File: src/rtl/fu_div_pkg.sv
// fu_div_pkg: shared types and constants for the iterative divider unit.
//   div_state_t : IDLE / CALC / DONE sequencing states
//   DIV_ITERS   : restoring steps per operation (one per quotient bit)
//   DIV_CNT_W   : width of the step counter
package fu_div_pkg;

    typedef enum logic [1:0] {
        IDLE = 2'd0,
        CALC = 2'd1,
        DONE = 2'd2
    } div_state_t;

    localparam int DIV_ITERS = 32;
    localparam int DIV_CNT_W = 6;

endpackage

File: src/rtl/div_restoring_step.sv
// div_restoring_step: one combinational radix-2 restoring division step.
//   r_i / r_o : partial remainder in / out (DATA_W+1 bits)
//   q_i / q_o : quotient shift register in / out (dividend bits shift out the top)
//   d_i       : divisor magnitude
module div_restoring_step #(
    parameter int DATA_W = 32
) (
    input  logic [DATA_W:0]   r_i,
    input  logic [DATA_W-1:0] q_i,
    input  logic [DATA_W-1:0] d_i,
    output logic [DATA_W:0]   r_o,
    output logic [DATA_W-1:0] q_o
);

    logic [2*DATA_W:0] rq_sh;
    logic [DATA_W:0]   r_sh;
    logic [DATA_W:0]   d_ext;
    logic              ge;

    assign rq_sh = {r_i, q_i} << 1;
    assign r_sh  = rq_sh[2*DATA_W:DATA_W];
    assign d_ext = {1'b0, d_i};
    assign ge    = (r_sh >= d_ext);

    assign r_o = ge ? (r_sh - d_ext) : r_sh;
    // rq_sh[0] is always zero after the shift, so OR-ing in the new bit sets Q[0].
    assign q_o = {rq_sh[DATA_W-1:1], rq_sh[0] | ge};

endmodule

File: src/rtl/fu_div.sv
// fu_div: iterative radix-2 restoring DIV/DIVU functional unit.
//   clk, rst            : clock, async active-high reset
//   flush_i             : kills any in-flight op, returns to IDLE
//   in_valid_i/in_ready_o : issue handshake (ready only in IDLE)
//   in_signed_i         : 1 = DIV, 0 = DIVU
//   in_a_i / in_b_i     : dividend / divisor
//   in_prf_lo_i/in_prf_hi_i/in_rob_id_i : destination tags
//   out_valid_o         : one-cycle result strobe
//   out_lo_o / out_hi_o : quotient / remainder
//   out_prf_lo_o/out_prf_hi_o/out_rob_id_o : echoed tags
module fu_div
    import fu_div_pkg::*;
#(
    parameter int DATA_W    = 32,
    parameter int PRF_IDX_W = 7,
    parameter int ROB_IDX_W = 6
) (
    input  logic                 clk,
    input  logic                 rst,
    input  logic                 flush_i,
    input  logic                 in_valid_i,
    output logic                 in_ready_o,
    input  logic                 in_signed_i,
    input  logic [DATA_W-1:0]    in_a_i,
    input  logic [DATA_W-1:0]    in_b_i,
    input  logic [PRF_IDX_W-1:0] in_prf_lo_i,
    input  logic [PRF_IDX_W-1:0] in_prf_hi_i,
    input  logic [ROB_IDX_W-1:0] in_rob_id_i,
    output logic                 out_valid_o,
    output logic [DATA_W-1:0]    out_lo_o,
    output logic [DATA_W-1:0]    out_hi_o,
    output logic [PRF_IDX_W-1:0] out_prf_lo_o,
    output logic [PRF_IDX_W-1:0] out_prf_hi_o,
    output logic [ROB_IDX_W-1:0] out_rob_id_o
);

    localparam logic [DATA_W-1:0]    ONE_W    = {{(DATA_W-1){1'b0}}, 1'b1};
    localparam logic [DIV_CNT_W-1:0] CNT_LAST = DIV_CNT_W'(DIV_ITERS - 1);

    div_state_t            state_q, state_d;
    logic [DIV_CNT_W-1:0]  cnt_q, cnt_d;
    logic [DATA_W:0]       r_q, r_d;
    logic [DATA_W-1:0]     q_q, q_d;
    logic [DATA_W-1:0]     div_q, div_d;
    logic                  q_neg_q, q_neg_d;
    logic                  r_neg_q, r_neg_d;
    logic [PRF_IDX_W-1:0]  prf_lo_q, prf_lo_d;
    logic [PRF_IDX_W-1:0]  prf_hi_q, prf_hi_d;
    logic [ROB_IDX_W-1:0]  rob_id_q, rob_id_d;

    logic                  out_valid_q, out_valid_d;
    logic [DATA_W-1:0]     out_lo_q, out_lo_d;
    logic [DATA_W-1:0]     out_hi_q, out_hi_d;
    logic [PRF_IDX_W-1:0]  out_prf_lo_q, out_prf_lo_d;
    logic [PRF_IDX_W-1:0]  out_prf_hi_q, out_prf_hi_d;
    logic [ROB_IDX_W-1:0]  out_rob_id_q, out_rob_id_d;

    logic [DATA_W:0]       step_r;
    logic [DATA_W-1:0]     step_q;
    logic [DATA_W-1:0]     abs_a, abs_b;
    logic [DATA_W-1:0]     rem_mag;

    div_restoring_step #(.DATA_W(DATA_W)) u_step (
        .r_i (r_q),
        .q_i (q_q),
        .d_i (div_q),
        .r_o (step_r),
        .q_o (step_q)
    );

    assign abs_a = (in_signed_i && in_a_i[DATA_W-1]) ? (~in_a_i + ONE_W) : in_a_i;
    assign abs_b = (in_signed_i && in_b_i[DATA_W-1]) ? (~in_b_i + ONE_W) : in_b_i;

    // Remainder magnitude is always below 2^DATA_W once the steps complete.
    assign rem_mag = r_q[DATA_W-1:0];

    // Divide-by-zero needs no special case: every trial subtract of zero
    // succeeds (Q = all ones) and R collects the dividend magnitude, which
    // r_neg re-signs back to the original dividend.
    always_comb begin
        state_d      = state_q;
        cnt_d        = cnt_q;
        r_d          = r_q;
        q_d          = q_q;
        div_d        = div_q;
        q_neg_d      = q_neg_q;
        r_neg_d      = r_neg_q;
        prf_lo_d     = prf_lo_q;
        prf_hi_d     = prf_hi_q;
        rob_id_d     = rob_id_q;
        out_valid_d  = 1'b0;
        out_lo_d     = out_lo_q;
        out_hi_d     = out_hi_q;
        out_prf_lo_d = out_prf_lo_q;
        out_prf_hi_d = out_prf_hi_q;
        out_rob_id_d = out_rob_id_q;

        case (state_q)
            IDLE: begin
                if (in_valid_i && !flush_i) begin
                    r_d      = '0;
                    q_d      = abs_a;
                    div_d    = abs_b;
                    q_neg_d  = in_signed_i && (in_a_i[DATA_W-1] ^ in_b_i[DATA_W-1])
                               && (in_b_i != '0);
                    r_neg_d  = in_signed_i && in_a_i[DATA_W-1];
                    prf_lo_d = in_prf_lo_i;
                    prf_hi_d = in_prf_hi_i;
                    rob_id_d = in_rob_id_i;
                    cnt_d    = '0;
                    state_d  = CALC;
                end
            end
            CALC: begin
                r_d   = step_r;
                q_d   = step_q;
                cnt_d = cnt_q + 1'b1;
                if (cnt_q == CNT_LAST) begin
                    state_d = DONE;
                end
            end
            DONE: begin
                out_valid_d  = 1'b1;
                out_lo_d     = q_neg_q ? (~q_q + ONE_W) : q_q;
                out_hi_d     = r_neg_q ? (~rem_mag + ONE_W) : rem_mag;
                out_prf_lo_d = prf_lo_q;
                out_prf_hi_d = prf_hi_q;
                out_rob_id_d = rob_id_q;
                state_d      = IDLE;
            end
            default: begin
                state_d = IDLE;
            end
        endcase

        // The strobe itself is left unmasked; downstream clears on the same flush.
        if (flush_i) begin
            state_d = IDLE;
            cnt_d   = '0;
        end
    end

    always_ff @(posedge clk or posedge rst) begin
        if (rst) begin
            state_q      <= IDLE;
            cnt_q        <= '0;
            r_q          <= '0;
            q_q          <= '0;
            div_q        <= '0;
            q_neg_q      <= 1'b0;
            r_neg_q      <= 1'b0;
            prf_lo_q     <= '0;
            prf_hi_q     <= '0;
            rob_id_q     <= '0;
            out_valid_q  <= 1'b0;
            out_lo_q     <= '0;
            out_hi_q     <= '0;
            out_prf_lo_q <= '0;
            out_prf_hi_q <= '0;
            out_rob_id_q <= '0;
        end else begin
            state_q      <= state_d;
            cnt_q        <= cnt_d;
            r_q          <= r_d;
            q_q          <= q_d;
            div_q        <= div_d;
            q_neg_q      <= q_neg_d;
            r_neg_q      <= r_neg_d;
            prf_lo_q     <= prf_lo_d;
            prf_hi_q     <= prf_hi_d;
            rob_id_q     <= rob_id_d;
            out_valid_q  <= out_valid_d;
            out_lo_q     <= out_lo_d;
            out_hi_q     <= out_hi_d;
            out_prf_lo_q <= out_prf_lo_d;
            out_prf_hi_q <= out_prf_hi_d;
            out_rob_id_q <= out_rob_id_d;
        end
    end

    assign in_ready_o   = (state_q == IDLE);
    assign out_valid_o  = out_valid_q;
    assign out_lo_o     = out_lo_q;
    assign out_hi_o     = out_hi_q;
    assign out_prf_lo_o = out_prf_lo_q;
    assign out_prf_hi_o = out_prf_hi_q;
    assign out_rob_id_o = out_rob_id_q;

endmodule

File: config.mk
export PLATFORM = sky130hd
export DESIGN_NAME = fu_div
export DESIGN_NICKNAME = d
export VERILOG_FILES = /design/src/rtl/fu_div_pkg.sv /design/src/rtl/div_restoring_step.sv /design/src/rtl/fu_div.sv
export SDC_FILE = /design/constraint.sdc
export NUM_CORES = 1
export LEC_CHECK = 0
export CORE_ASPECT_RATIO = 1.4
export CORE_MARGIN = 2
export CORE_UTILIZATION = 31
export DETAILED_ROUTE_END_ITERATION = 12
export GPL_ROUTABILITY_DRIVEN = 0
export PLACE_DENSITY_LB_ADDON = 0.3
export SETUP_SLACK_MARGIN = 0.15
export SYNTH_ARGS = -nofsm -noshare
export SYNTH_HDL_FRONTEND = slang
export SYNTH_SLANG_ARGS = --single-unit
File: constraint.sdc
create_clock -name clk -period 22.6 [get_ports clk]
set_input_delay 6.78 -clock clk [delete_from_list [all_inputs] [get_ports clk]]
set_output_delay 6.78 -clock clk [all_outputs]
set_load 0.005 [all_outputs]
==> impl_summary.log <==
INFO  metric run_status = completed
INFO  metric cp_cell_sequence = clkdlybuf4s50_1 > nor3_1 > nor3b_1 > nand2_1 > nor3b_1 > and3_1 > nor2b_1 > nor2_1 > xnor2_1 > o21ai_0
INFO  metric critPathCaptureType = flop
INFO  metric crit_path_max_fanout = 5
INFO  metric leakage = 6.655 nW
INFO  metric multi_input_area = approximately 0.0067 sq mm
INFO  metric synth_area_leaders = sky130_fd_sc_hd__dfrtp_1 42%, sky130_fd_sc_hd__nand2_1 8.7%, sky130_fd_sc_hd__o21ai_0 8.3%
INFO  metric hold_path.startpoint = rob_id_q[3]
INFO  metric unrepaired_setup_endpoints_after_global_routing = false
INFO  metric ios = 175
INFO  metric clock_sinks = about 210
INFO  metric met1_grt_util = 20.46%
INFO  metric placed_area = 0.01472 sq mm
INFO  metric timing.final.crit_share = 40.93%
INFO  metric grtUsageTotal = 17.19%
INFO  metric fillCellCount = 4083
INFO  metric grt_max_degree = 143
INFO  metric floorplan.core_area = 0.03995 sq mm
INFO  metric synth.lib_cells_used.distinct = 65
INFO  metric post-cts-setup-buffers = 0
INFO  metric portBuffers = roughly 170
INFO  metric finalSetupTns = 0 ns
INFO  metric floorplan.initialDensity = 31.23%
INFO  metric cp.buffers_inverters = 1
INFO  metric route.detailed.vias_per_inst = 5.073
INFO  metric crit_required = 22.97 ns
INFO  metric timing.max_cap.violations = 0
INFO  metric post-route-worst-setup-slack = 13.35 ns
INFO  metric timing_hold_violations_final = 0
INFO  metric hold_removal_path_class = flop to flop
INFO  metric tritoncts.num_buffers = 24
INFO  metric synthMostInstantiatedCell = sky130_fd_sc_hd__nand2_1
INFO  metric most_used_cell_along_the_critical_path = sky130_fd_sc_hd__nor3b_1
INFO  metric synth_area_leader_cell = sky130_fd_sc_hd__dfrtp_1
INFO  metric async_flop_share = 100.0%
INFO  metric design.final.nets = approximately 1700
INFO  metric start_kind = input pin
INFO  metric worst-slew-pin-transition = 1.054 ns
INFO  metric grt.met3_usage = 2.087%
INFO  metric ys_warn_count = 0
INFO  metric worst_r2r_startpoint = r_q[0]
INFO  metric final-setup-viol-count = 0
INFO  metric fp.dieArea = 0.04189 sq mm
INFO  metric regArea = 0.005280 sq mm
INFO  metric syn_avg_cell_area = 8.575 sq um
INFO  metric cts-root-buf = sky130_fd_sc_hd__clkbuf_16
INFO  metric criticalPathCategory = input pin to flop
INFO  metric worst_skew = 0.01686 ns
INFO  metric syn_nets = 1582
INFO  metric dp_hpwl = around 27 mm
INFO  metric wire_per_inst = 16.89 microns
INFO  metric vias = 10890
INFO  metric die_h = around 240 microns
INFO  metric maximum_vdd_drop = 50.41 uV
INFO  metric mappedNetlistArea = between 0.01 and 0.015 sq mm
INFO  metric final_period_minus_worst_setup_slack = 9.250 ns
INFO  metric placement_rows = 87
INFO  metric cts_tree = done
INFO  metric ctsLongestPathBuffers = 3
INFO  metric grt-ovfl-total = 0
INFO  metric timing.final.max_slew_violations = 0
INFO  metric critPathLaunch = in_b_i[1]
INFO  metric cts-hold-fix-buffers = 0
INFO  metric final_design_area_no_fill = 0.01553 sq mm
INFO  metric drt-total-wl = 36.24 mm
INFO  metric synth_top_cells_by_count = 289 x sky130_fd_sc_hd__nand2_1, 211 x sky130_fd_sc_hd__dfrtp_1, 208 x sky130_fd_sc_hd__o21ai_0
INFO  metric clock.fmax = 0.1081 GHz
INFO  metric number_of_antenna_violations_at_the_first_check_in_global_routing = 0
INFO  metric path_clk_slew = around 0.06 ns
INFO  metric area.growth.synth_to_final = 24.50%
INFO  metric global_route_wire_length_before_repair = 58.19 mm
INFO  metric drtPass1Iterations = 5
INFO  metric antenna_violating_nets_post_route = 0
INFO  metric worst_path_largest_cell_delay = 0.51 ns
INFO  metric arrival = 9.62 ns
INFO  metric proportion_of_synthesized_chip_area_in_sequential_cells = between 40% and 50%
INFO  metric timing.critical_path.slowest_stage_cell = sky130_fd_sc_hd__nor3_1
INFO  metric fin_util = about two fifths
INFO  metric remaining_drcs = 0
INFO  metric globalRouteMet2Util = 30.76%
INFO  metric synthFlopType = sky130_fd_sc_hd__dfrtp_1
INFO  metric post_cts_resized = 0
INFO  metric clkLatencyLatePin = 0.53 ns
INFO  metric antennaDiodeCount = 0
INFO  metric drive_above_1_share = 4.404%
INFO  metric number_of_global_route_vias_before_repair = 10750
INFO  metric cell_pwr_density = 105.6 mW/mm^2
INFO  metric detailedRoute.firstIterationViolations = 736
INFO  metric ys_ff_latch = ~210
INFO  metric die-width = roughly 170 microns
INFO  metric synth-edff-count = 0
INFO  metric cp_top_family = simple AND/OR/NAND/NOR gates
INFO  metric ctsHtreeMaxLevel = 1
INFO  metric syn-instance-count = 1455
INFO  metric top_usage_layer = met2
INFO  metric place_ws = 12.82 ns
INFO  metric timing.slew.headroom = 29.72%
INFO  metric synth_top_area_share = 42.32%
-- worst reg2reg max path, cell delays in order (launching register included) --
cell                      delay [ns]
sky130_fd_sc_hd__dfrtp_1        0.44
sky130_fd_sc_hd__ha_1           0.33
sky130_fd_sc_hd__nor2b_1        0.13
sky130_fd_sc_hd__o21ai_0        0.11
sky130_fd_sc_hd__o21ai_0        0.53
sky130_fd_sc_hd__a31oi_1        0.26
sky130_fd_sc_hd__nand2_1        0.11
sky130_fd_sc_hd__a21oi_1        0.19
sky130_fd_sc_hd__o31ai_4        0.80
sky130_fd_sc_hd__buf_4          0.42
sky130_fd_sc_hd__nand2_1        0.20
sky130_fd_sc_hd__o21ai_0        0.22
-- worst paths after layout --
kind / end / slack, ns / depth (start not counted)
max in group asynchronous: q_q[6] / 14.14 / 3
hold / removal: out_rob_id_o[3] / 0.47 / 2
setup reg to reg: r_q[25] / 18.78 / 11
min in group asynchronous: prf_hi_q[2] / 6.87 / 2
hold reg to reg: out_rob_id_o[3] / 0.47 / 2
setup / recovery: div_q[29] / 13.35 / 10
-- registers in the layout, indices dropped and copies added (netlist names) --
name,count
state_q,2
q_neg_q,1
cnt_q,6
div_q,32
out_prf_lo_o,7
out_rob_id_o,6
out_prf_hi_o,7
rob_id_q,6
prf_lo_q,7
r_q,32
out_valid_o,1
q_q,32
prf_hi_q,7
out_lo_o,32
r_neg_q,1
out_hi_o,32
-- power by group --
part | switching (mW) | internal [mW] | leakage [nW] | total [mW]
Clock | 0.170 | 0.233 | 0.380 | 0.403
Sequential | 0.0949 | 0.443 | 2.75 | 0.538
Combinational | 0.399 | 0.300 | 3.52 | 0.699
-- final cells by class --
cell class                      instances  area share [%]
Multi-Input combinational cell       1118           43.40
Tap cell                              534           4.301
Sequential cell                       211           33.99
Clock buffer                           28           3.963
Inverter                               54           1.353
Clock inverter                         16           1.248
Timing Repair Buffer                  185           11.74
-- through the flow --
step | power, mW | std cells | hold WS [ns]
3_5_place_dp | 1.244 | 2102 | 0.4522
2_1_floorplan | 1.043 | 1455 | 0.4385
4_1_cts | 1.658 | 2146 | 0.4681
3_3_place_gp | 1.235 | 2102 | 0.4475
6_report | 1.640 | 2146 | 0.4666
5_1_grt | 1.761 | 2146 | 0.4905
-- per-layer routing --
layer	wire length (microns)	vias to the layer above	share of wire [%]
met4	1652	0	4.6
li1	-	5356	-
met1	14680	5224	41
met5	0	-	0
met3	1400	62	3.9
met2	18500	244	51
-- layout by cell type (no fill, tap or decap), drive strengths merged, types with 12 or more instances in the layout --
cell type	synthesis	final
nand2	289	289
o21ai	212	212
dfrtp	211	211
clkdlybuf4s50	0	174
xor2	87	87
nor2	60	60
a21oi	60	60
xnor2	56	56
inv	54	56
ha	37	37
nand3	36	36
mux2i	30	30
a22oi	28	28
clkbuf	62	28
o31ai	26	26
nor3	25	25
o41ai	15	15
nand2b	15	15
or3	15	15
a31oi	13	13
a21o	12	12
-- logic make-up (layout without fill, tap and decap cells) --
logic type               count (synthesis)  in the layout  synth area share (%)
adder cells (fa/ha/maj)                 38             38                 3.871
XOR/XNOR                               143            143                 10.04
AND/OR/NAND/NOR                        502            502                 18.05
buffers and inverters                  126            283                 3.951
flip-flops                             211            211                 42.32
multiplexers                            30             30                 2.407
AO/OA/AOI/OAI                          405            405                 19.36
Note: power is estimated with default switching activity, not from simulation.
